## src/rtl/upscale_pkg.sv

```systemverilog
// rtl/upscale_pkg.sv - shared constants and types for the upsampler line-buffer ring
package upscale_pkg;

    localparam int SLOTS_LOG2  = 3;
    localparam int STRIDE_LOG2 = 11;
    localparam int ADDR_W      = SLOTS_LOG2 + STRIDE_LOG2;
    localparam int PRIME_LINES = 4;
    localparam int ACC_W       = 12;

    // Read base is pulled back by this much so i_hoffset can centre the picture
    localparam logic [ADDR_W-1:0] H_BIAS = ADDR_W'('h80);

    typedef enum logic [1:0] {
        IDLE  = 2'd0,
        PRIME = 2'd1,
        RUN   = 2'd2
    } sched_state_t;

    typedef logic [SLOTS_LOG2-1:0] slot_t;
    typedef logic [SLOTS_LOG2:0]   fill_t;

endpackage

```

## src/rtl/vscale_accum.sv

```systemverilog
// rtl/vscale_accum.sv - Bresenham scale step: advance decision and next accumulator value
module vscale_accum
    import upscale_pkg::*;
#(
    parameter int W = ACC_W
) (
    input  logic [W-1:0] acc,
    input  logic [W-1:0] num,
    input  logic [W-1:0] den,
    output logic         advance,
    output logic [W-1:0] acc_next
);

    logic [W:0] sum;
    logic [W:0] diff;
    logic [W:0] den_x;

    assign den_x = {1'b0, den};
    assign sum   = {1'b0, acc} + {1'b0, num};
    assign diff  = sum - den_x;

    // A zero denominator means "always advance"; a remainder still >= den would need a
    // second advance on the same line, which is not supported, so it collapses to 0.
    always_comb begin
        advance  = (den == '0) || (sum >= den_x);
        acc_next = sum[W-1:0];
        if (advance) begin
            acc_next = (diff >= den_x) ? '0 : diff[W-1:0];
        end
    end

endmodule

```

## src/rtl/line_slot_scheduler.sv

```systemverilog
// rtl/line_slot_scheduler.sv - write/read slot tracking for the 8-slot line-buffer ring
module line_slot_scheduler
    import upscale_pkg::*;
(
    input  logic                    clk,
    input  logic                    reset_n,
    input  logic                    i_src_line_done,
    input  logic                    i_src_frame_start,
    input  logic                    i_dst_line_start,
    input  logic                    i_dst_frame_start,
    input  logic [ACC_W-1:0]        i_v_num,
    input  logic [ACC_W-1:0]        i_v_den,
    input  logic [7:0]              i_hoffset,
    output logic [SLOTS_LOG2-1:0]   o_wr_slot,
    output logic [ADDR_W-1:0]       o_wr_base,
    output logic [SLOTS_LOG2-1:0]   o_rd_slot,
    output logic [ADDR_W-1:0]       o_rd_base,
    output logic                    o_rd_valid,
    output logic [SLOTS_LOG2:0]     o_fill,
    output logic                    o_overrun,
    output logic                    o_underrun,
    output logic [1:0]              o_state
);

    localparam fill_t FILL_FULL  = fill_t'(1 << SLOTS_LOG2);
    localparam fill_t FILL_PRIME = fill_t'(PRIME_LINES);
    localparam fill_t FILL_MIN   = fill_t'(2);

    sched_state_t      state_q, state_d;
    slot_t             wr_slot_q, wr_slot_d;
    slot_t             rd_slot_q, rd_slot_d;
    fill_t             fill_q, fill_d;
    logic [ACC_W-1:0]  acc_q, acc_d;
    logic              rd_valid_q, rd_valid_d;
    logic              overrun_q, overrun_d;
    logic              underrun_q, underrun_d;

    logic              advance;
    logic [ACC_W-1:0]  acc_step;
    logic              wr_ev;
    logic              rd_ev;
    logic              rd_ok;
    logic              ovr_ev;
    logic              udr_ev;

    vscale_accum #(
        .W(ACC_W)
    ) u_vscale (
        .acc      (acc_q),
        .num      (i_v_num),
        .den      (i_v_den),
        .advance  (advance),
        .acc_next (acc_step)
    );

    assign wr_ev  = i_src_line_done && (state_q != IDLE);
    assign rd_ev  = i_dst_line_start && (state_q == RUN);
    assign ovr_ev = wr_ev && (fill_q == FILL_FULL);
    assign rd_ok  = rd_ev && advance && (fill_q >= FILL_MIN);
    assign udr_ev = rd_ev && advance && (fill_q < FILL_MIN);

    // Next-state: frame start re-primes the ring; otherwise writes, reads and overrun drops
    always_comb begin
        state_d    = state_q;
        wr_slot_d  = wr_slot_q;
        rd_slot_d  = rd_slot_q;
        fill_d     = fill_q;
        acc_d      = acc_q;
        rd_valid_d = rd_valid_q;
        overrun_d  = overrun_q;
        underrun_d = underrun_q;

        if (i_src_frame_start) begin
            state_d    = PRIME;
            wr_slot_d  = '0;
            rd_slot_d  = '0;
            fill_d     = '0;
            acc_d      = '0;
            rd_valid_d = 1'b0;
        end else begin
            if (wr_ev) begin
                wr_slot_d = wr_slot_q + 1'b1;
            end
            // An overrun drops the oldest line; a coincident read advance shares that move
            if (ovr_ev || rd_ok) begin
                rd_slot_d = rd_slot_q + 1'b1;
            end
            if (!ovr_ev) begin
                if (wr_ev && !rd_ok) begin
                    fill_d = fill_q + 1'b1;
                end else if (!wr_ev && rd_ok) begin
                    fill_d = fill_q - 1'b1;
                end
            end
            if (ovr_ev) begin
                overrun_d = 1'b1;
            end
            if (udr_ev) begin
                underrun_d = 1'b1;
            end
            if (rd_ev) begin
                acc_d = acc_step;
            end
            if (i_dst_frame_start && (state_q == RUN)) begin
                acc_d = '0;
            end
            if ((state_q == PRIME) && (fill_d >= FILL_PRIME)) begin
                state_d    = RUN;
                rd_valid_d = 1'b1;
            end
        end
    end

    // State register
    always_ff @(posedge clk or negedge reset_n) begin
        if (!reset_n) begin
            state_q    <= IDLE;
            wr_slot_q  <= '0;
            rd_slot_q  <= '0;
            fill_q     <= '0;
            acc_q      <= '0;
            rd_valid_q <= 1'b0;
            overrun_q  <= 1'b0;
            underrun_q <= 1'b0;
        end else begin
            state_q    <= state_d;
            wr_slot_q  <= wr_slot_d;
            rd_slot_q  <= rd_slot_d;
            fill_q     <= fill_d;
            acc_q      <= acc_d;
            rd_valid_q <= rd_valid_d;
            overrun_q  <= overrun_d;
            underrun_q <= underrun_d;
        end
    end

    assign o_wr_slot  = wr_slot_q;
    assign o_wr_base  = {wr_slot_q, {STRIDE_LOG2{1'b0}}};
    assign o_rd_slot  = rd_slot_q;
    assign o_rd_base  = {rd_slot_q, {STRIDE_LOG2{1'b0}}} - H_BIAS + ADDR_W'(i_hoffset);
    assign o_rd_valid = rd_valid_q;
    assign o_fill     = fill_q;
    assign o_overrun  = overrun_q;
    assign o_underrun = underrun_q;
    assign o_state    = state_q;

endmodule

```

## config.mk

```make
export PLATFORM = sky130hd
export DESIGN_NAME = line_slot_scheduler
export DESIGN_NICKNAME = d
export VERILOG_FILES = /design/src/rtl/upscale_pkg.sv /design/src/rtl/vscale_accum.sv /design/src/rtl/line_slot_scheduler.sv
export SDC_FILE = /design/constraint.sdc
export NUM_CORES = 1
export LEC_CHECK = 0
export ABC_CLOCK_PERIOD_IN_PS = 6000
export CAP_MARGIN = 40
export CORE_ASPECT_RATIO = 0.6
export CORE_MARGIN = 1
export CORE_UTILIZATION = 30
export DETAILED_ROUTE_END_ITERATION = 10
export SETUP_SLACK_MARGIN = 0.1
export SYNTH_ARGS = -nofsm -noshare
export SYNTH_HDL_FRONTEND = slang
export SYNTH_SLANG_ARGS = --single-unit
```

## constraint.sdc

```tcl
create_clock -name clk -period 6 [get_ports clk]
set_input_delay 0.6 -clock clk [delete_from_list [all_inputs] [get_ports clk]]
set_output_delay 0.6 -clock clk [all_outputs]
set_load 0.02 [all_outputs]
```

Word level (Yosys, flattened, before mapping)

Cells that the tools add are included.
Widths: inputs -> output; s select.

Magnitude comparators: 5
Mux-type cells: 18
Reduce and logical (&&, ||, !) cells: 22
Equality and inequality tests: 3
$add $sub $neg: 8
Bitwise logic cells: 1

Operators with widths:

| kind                  | count |
|---|---|
| $mux 12               | 5 |
| $ge 13x12->1          | 2 |
| $mux 4                | 5 |
| $add 14x8->14         | 1 |
| $sub 14x8->14 const B | 1 |
| $add 12x12->13        | 1 |
| $sub 13x12->13        | 1 |
| $logic_not 12->1      | 1 |
| $mux 3                | 4 |
| $logic_and 1x1->1     | 10 |
| $reduce_bool 2->1     | 4 |
| $add 3x1->3 const B   | 2 |
| $add 4x1->4 const B   | 1 |
| $eq 4x4->1 const B    | 1 |
| $ge 4x2->1 const B    | 1 |
| $ge 4x3->1 const B    | 1 |
| $lt 4x2->1 const B    | 1 |
| $mux 2                | 2 |
| $reduce_and 2->1      | 2 |
| $sub 4x1->4 const B   | 1 |
| $reduce_bool 3->1     | 1 |
| $eq 2x1->1 const B    | 1 |
| $eq 2x2->1 const B    | 1 |
| $logic_not 1->1       | 2 |
| other kinds (3)       | 5 |

Input port bits: 38
Output and inout port bits: 43
Register bits after elaboration: 27

Logic depth before layout (Yosys ltp)

Depth in word-level cells: 14
Gate-level depth with buffers: 21
Depth with buffers taken out: 20

By module

A second synthesis with hierarchy kept.

Cells, all modules: 368
Area, all modules: 3,180.6 µm²

By module, submodules not included:

| module              | sequential area each (µm²) | area each (µm²) | instances | cells an instance |
|---|---|---|---|---|
| vscale_accum        | 0.0                        | 1,626.6         | 1         | 215 |
| line_slot_scheduler | 650.6                      | 1,554.0         | 1         | 153 |

Worst setup path before layout

OpenSTA, ideal clock, no wires.

Kind: in2reg
Start point: input i_v_num[1]
End point: register acc_q[0]
Data arrival time: 4.379 ns
Library setup time: 0.066 ns
Buffers on the path: 1
Slack: 1.555 ns
Stages: 19
Required time: 5.934 ns
Path through: ha_1 a21o_1 a21o_1 a21oi_1 o21bai_1 xor2_1 ha_1 a21o_1 a21o_1 a221oi_2 o21bai_1 a21oi_1 xnor2_1 ha_1 a21o_1 a211o_1 nor4b_4 buf_4 a221o_1

Longest elaborated chain between the ends: 8
Elaborated cells on any way between the ends: 10
Classes of those cells: add/sub: 2; order compare: 2; mux: 5; reduce/logical: 1

RTL lines:

| item                   | RTL line                   | source |
|---|---|---|
| start: declaration     | line_slot_scheduler.sv:11  | `input logic [ACC_W-1:0] i_v_num,` |
| $add 12x12->13 (*)     | vscale_accum.sv:19         | `assign sum = {1'b0, acc} + {1'b0, num};` |
| $sub 13x12->13         | vscale_accum.sv:20         | `assign diff = sum - den_x;` |
| $ge 13x12->1           | vscale_accum.sv:28         | `acc_next = (diff >= den_x) ? '0 : diff[W-1:0];` |
| $mux 12                | vscale_accum.sv:28         |  |
| $mux 12 (*)            | vscale_accum.sv:27         | `if (advance) begin` |
| $mux 12 (*)            | line_slot_scheduler.sv:101 | `if (rd_ev) begin` |
| $mux 12 (*)            | line_slot_scheduler.sv:104 | `if (i_dst_frame_start && (state_q == RUN)) begin` |
| $mux 12 (*)            | line_slot_scheduler.sv:73  | `if (i_src_frame_start) begin` |
| end signal: assignment | line_slot_scheduler.sv:121 | `acc_q <= '0;` |
| end signal: assignment | line_slot_scheduler.sv:130 | `acc_q <= acc_d;` |
| end: declaration       | line_slot_scheduler.sv:33  | `logic [ACC_W-1:0] acc_q, acc_d;` |

Every way passes the cells marked *; elsewhere a longest branch is shown, timed or not. The select of a mux whose other input is x is not followed.
A chain may end at the register's enable or synchronous reset.

Final worst setup path

Start point: input i_v_num[1]
End point: register acc_q[2]

Same word-level chain as after synthesis.

==> metrics.txt <==
outcome=completed; RePlAce Congestion=0.8884; RSZ-0062 raised after global routing=false; Tcrit/Tclk final=92.94%; Critical Path Source=i_v_num[1]; highest metal used=met4; TritonCTS Buffers=3; Cells after Synth=358; Setup crit end kind=flop; pin count of the biggest net entering global routing=27; drt wl/cell=15.13 µm; largest cells by area after synthesis=dfrtp_1 21%, ha_1 18%, buf_4 6.3%, xnor2_1 4.2%, a21oi_1 4.2%; residual DRC count=0; post_cts resized=0; Synth Warn #=0; CTS tree=done; reg2reg start=acc_q[1]; CP required=6200 ps; max-cap violations=0; GRT Total Usage=15.26%; flops & latches, synth=26; htree depth=1; max-slew violation count=0; PwrDens=160.1 mW/mm²; clk buf depth=2; ys async rst share=100.0%; post-CTS setup-driven buffer insertion count=0; layout cell share with drive strength beyond 1=6.500%; maximum vdd drop=0.00009887 V; final setup fails=0; initial antenna violation count=0; IO Count=81; cell taking the most area after synthesis=dfrtp_1; hold_buf cts=0; CTS Root Cell=clkbuf_16; Core ar.=0.009950 mm²; Total Wirelength=8097 µm; met3 wire length=272 µm; DR vias/cell=4.910; worst-margin pin slew=788.4 ps; worst skew pair latency=260 ps; Max FO, Critical Path=12; Die W=133.1 µm; Post-synth EDFFs=0; Setup CP Type=in2reg; drt first pass iters=4; GR Overflow Total=0; setup TNS=0 ps; ANT cells=0; first-pass GRT wire length=12670 µm; Critical Path AT=5780 ps; Worst-path clk slew=70 ps; Die H=80.65 µm; post-synth cell types=59; Worst setup SP type=primary input; post-layout instance area=0.003754 mm²; Met1 Wirelength=4628 µm; DRT iter0 DRCs=137; Synth-to-Final Area Change=21.36%; Initial Utilization=31.09%; leakage=1.785 nW; die area=0.01073 mm²; Yosys top cell area share=21.04%; placed wire-length estimate=6740 µm; clk sinks=26; min-delay src=o_underrun; cell area after synthesis=0.003093 mm²; Clock Skew=2.705 ps; Fin. Hold Viols=0; footprint of the multi-input gates=0.002147 mm²; vias=2627; Fill cells=1007; layout net count=486; FMAX=179.3 MHz; min cycle time layout=5577 ps; area taken by flip-flops and latches=650.6 µm²; dpl cell area=0.003649 mm²; Main synth FF type=dfrtp_1; synthesized area per cell=8.640 µm²; num rows=28; remaining antenna violation count=0; vias in the first global route=2363; met2 WL=3159 µm; type of the worst min-delay path=reg2reg; PortBufs=55; sequential area share after synthesis=21.04%; Max-slew headroom=47.03%
==> cells by family after synthesis <==
| group | Yosys count | synth area share [%] |
|---|---|---|
| XOR/XNOR | 26 | 7.605 |
| other | 1 | 0.1212 |
| AND/OR/NAND/NOR | 95 | 16.10 |
| flip-flops | 26 | 21.04 |
| AO/OA/AOI/OAI | 102 | 24.56 |
| adder cells (fa/ha/maj) | 47 | 19.50 |
| multiplexers | 1 | 0.3236 |
| buffers and inverters | 60 | 10.76 |
==> stage by stage <==
step / worst slack (ps) / power, mW / hold WS [ps] / utilization (%) / cells
6_report: 423.4 / 0.6009 / 485.3 / 37.73 / 535
5_1_grt: 150.4 / 0.6315 / 501.3 / 37.73 / 535
4_1_cts: 456.4 / 0.6012 / 489.3 / 37.73 / 535
3_5_place_dp: 248.0 / 0.4017 / 466.5 / 36.67 / 531
3_3_place_gp: 368.7 / 0.3952 / 465.7 / 36.59 / 530
2_1_floorplan: 1555 / 0.3400 / 304.4 / - / 368
==> critical path, cell delays in order <==
cell and delay (ps):
clkdlybuf4s50_1 420, ha_1 300, a21o_1 160, a21o_1 200, a21oi_1 260, o21bai_1 120, xor2_1 300, ha_1 360
a21o_1 180, a21o_1 190, a221oi_2 360, o21bai_1 110, a21oi_1 230, xnor2_1 240, ha_1 330, a21o_1 170
a211o_1 330, nor4b_4 640, a221o_1 270
==> cell usage in the layout (no fill, tap or decap), drive strengths merged, types with 8 or more instances in the layout <==
cell,instances
nand2,18
clkdlybuf4s50,55
a21oi,27
nor2,28
a21o,13
a221o,8
ha,45
conb,11
xnor2,16
dfrtp,26
and2,9
o21ai,20
inv,31
xor2,10
==> cell usage after synthesis (2+ instances only) <==
cell,n
ha_1,45
inv_1,31
nor2_1,28
a21oi_1,26
buf_4,26
dfrtp_1,26
nand2_1,18
o21ai_0,15
xnor2_1,15
a21o_1,12
xor2_1,10
a221o_1,8
and2_1,7
nand2b_1,7
nor3_1,7
o21a_1,5
o21ai_1,5
a211oi_1,4
a22o_1,4
nand3_1,4
or3_1,4
nor4_1,3
or2_2,3
a21boi_0,2
a221oi_1,2
and2_0,2
clkbuf_1,2
fa_1,2
nand4_1,2
o211ai_2,2
o21bai_1,2
o221a_2,2
==> routing by layer <==
metal	GRT usage (%)	up-vias
met3	1.515	4
li1	-	1332
met2	20.99	45
met5	0	-
met4	2.069	0
met1	24.88	1246
==> report_power, final <==
part | switching, mW | internal, mW
Sequential | 0.00495 | 0.178
Clock | 0.0655 | 0.133
Combinational | 0.126 | 0.0934
==> path summary, 6_finish.rpt <==
| path | to | slack, ps | cells past startpoint |
|---|---|---|---|
| worst max register to register | acc_q[2] | 800 | 18 |
| worst max-delay path | acc_q[2] | 420 | 19 |
| worst min register to register | o_underrun | 490 | 1 |
| min in group asynchronous | o_state[1] | 700 | 2 |
| worst min-delay path | o_underrun | 490 | 1 |
| max in group asynchronous | acc_q[4] | 5030 | 2 |
==> flip-flops by register name, indices dropped and copies added (netlist names) <==
register / cells
acc_q: 12
o_overrun: 1
o_underrun: 1
o_fill: 4
o_rd_slot: 3
o_state: 2
o_wr_slot: 3
==> area by class of cell <==
cell class / instances / share of cell area [%]
Clock inverter: 1 / 0.8000
Tap cell: 135 / 4.500
Inverter: 31 / 3.100
Clock buffer: 3 / 2.000
Timing Repair Buffer: 57 / 15.07
Multi-Input combinational cell: 282 / 57.20
Sequential cell: 26 / 17.33
(Power assumes the default switching activity.)
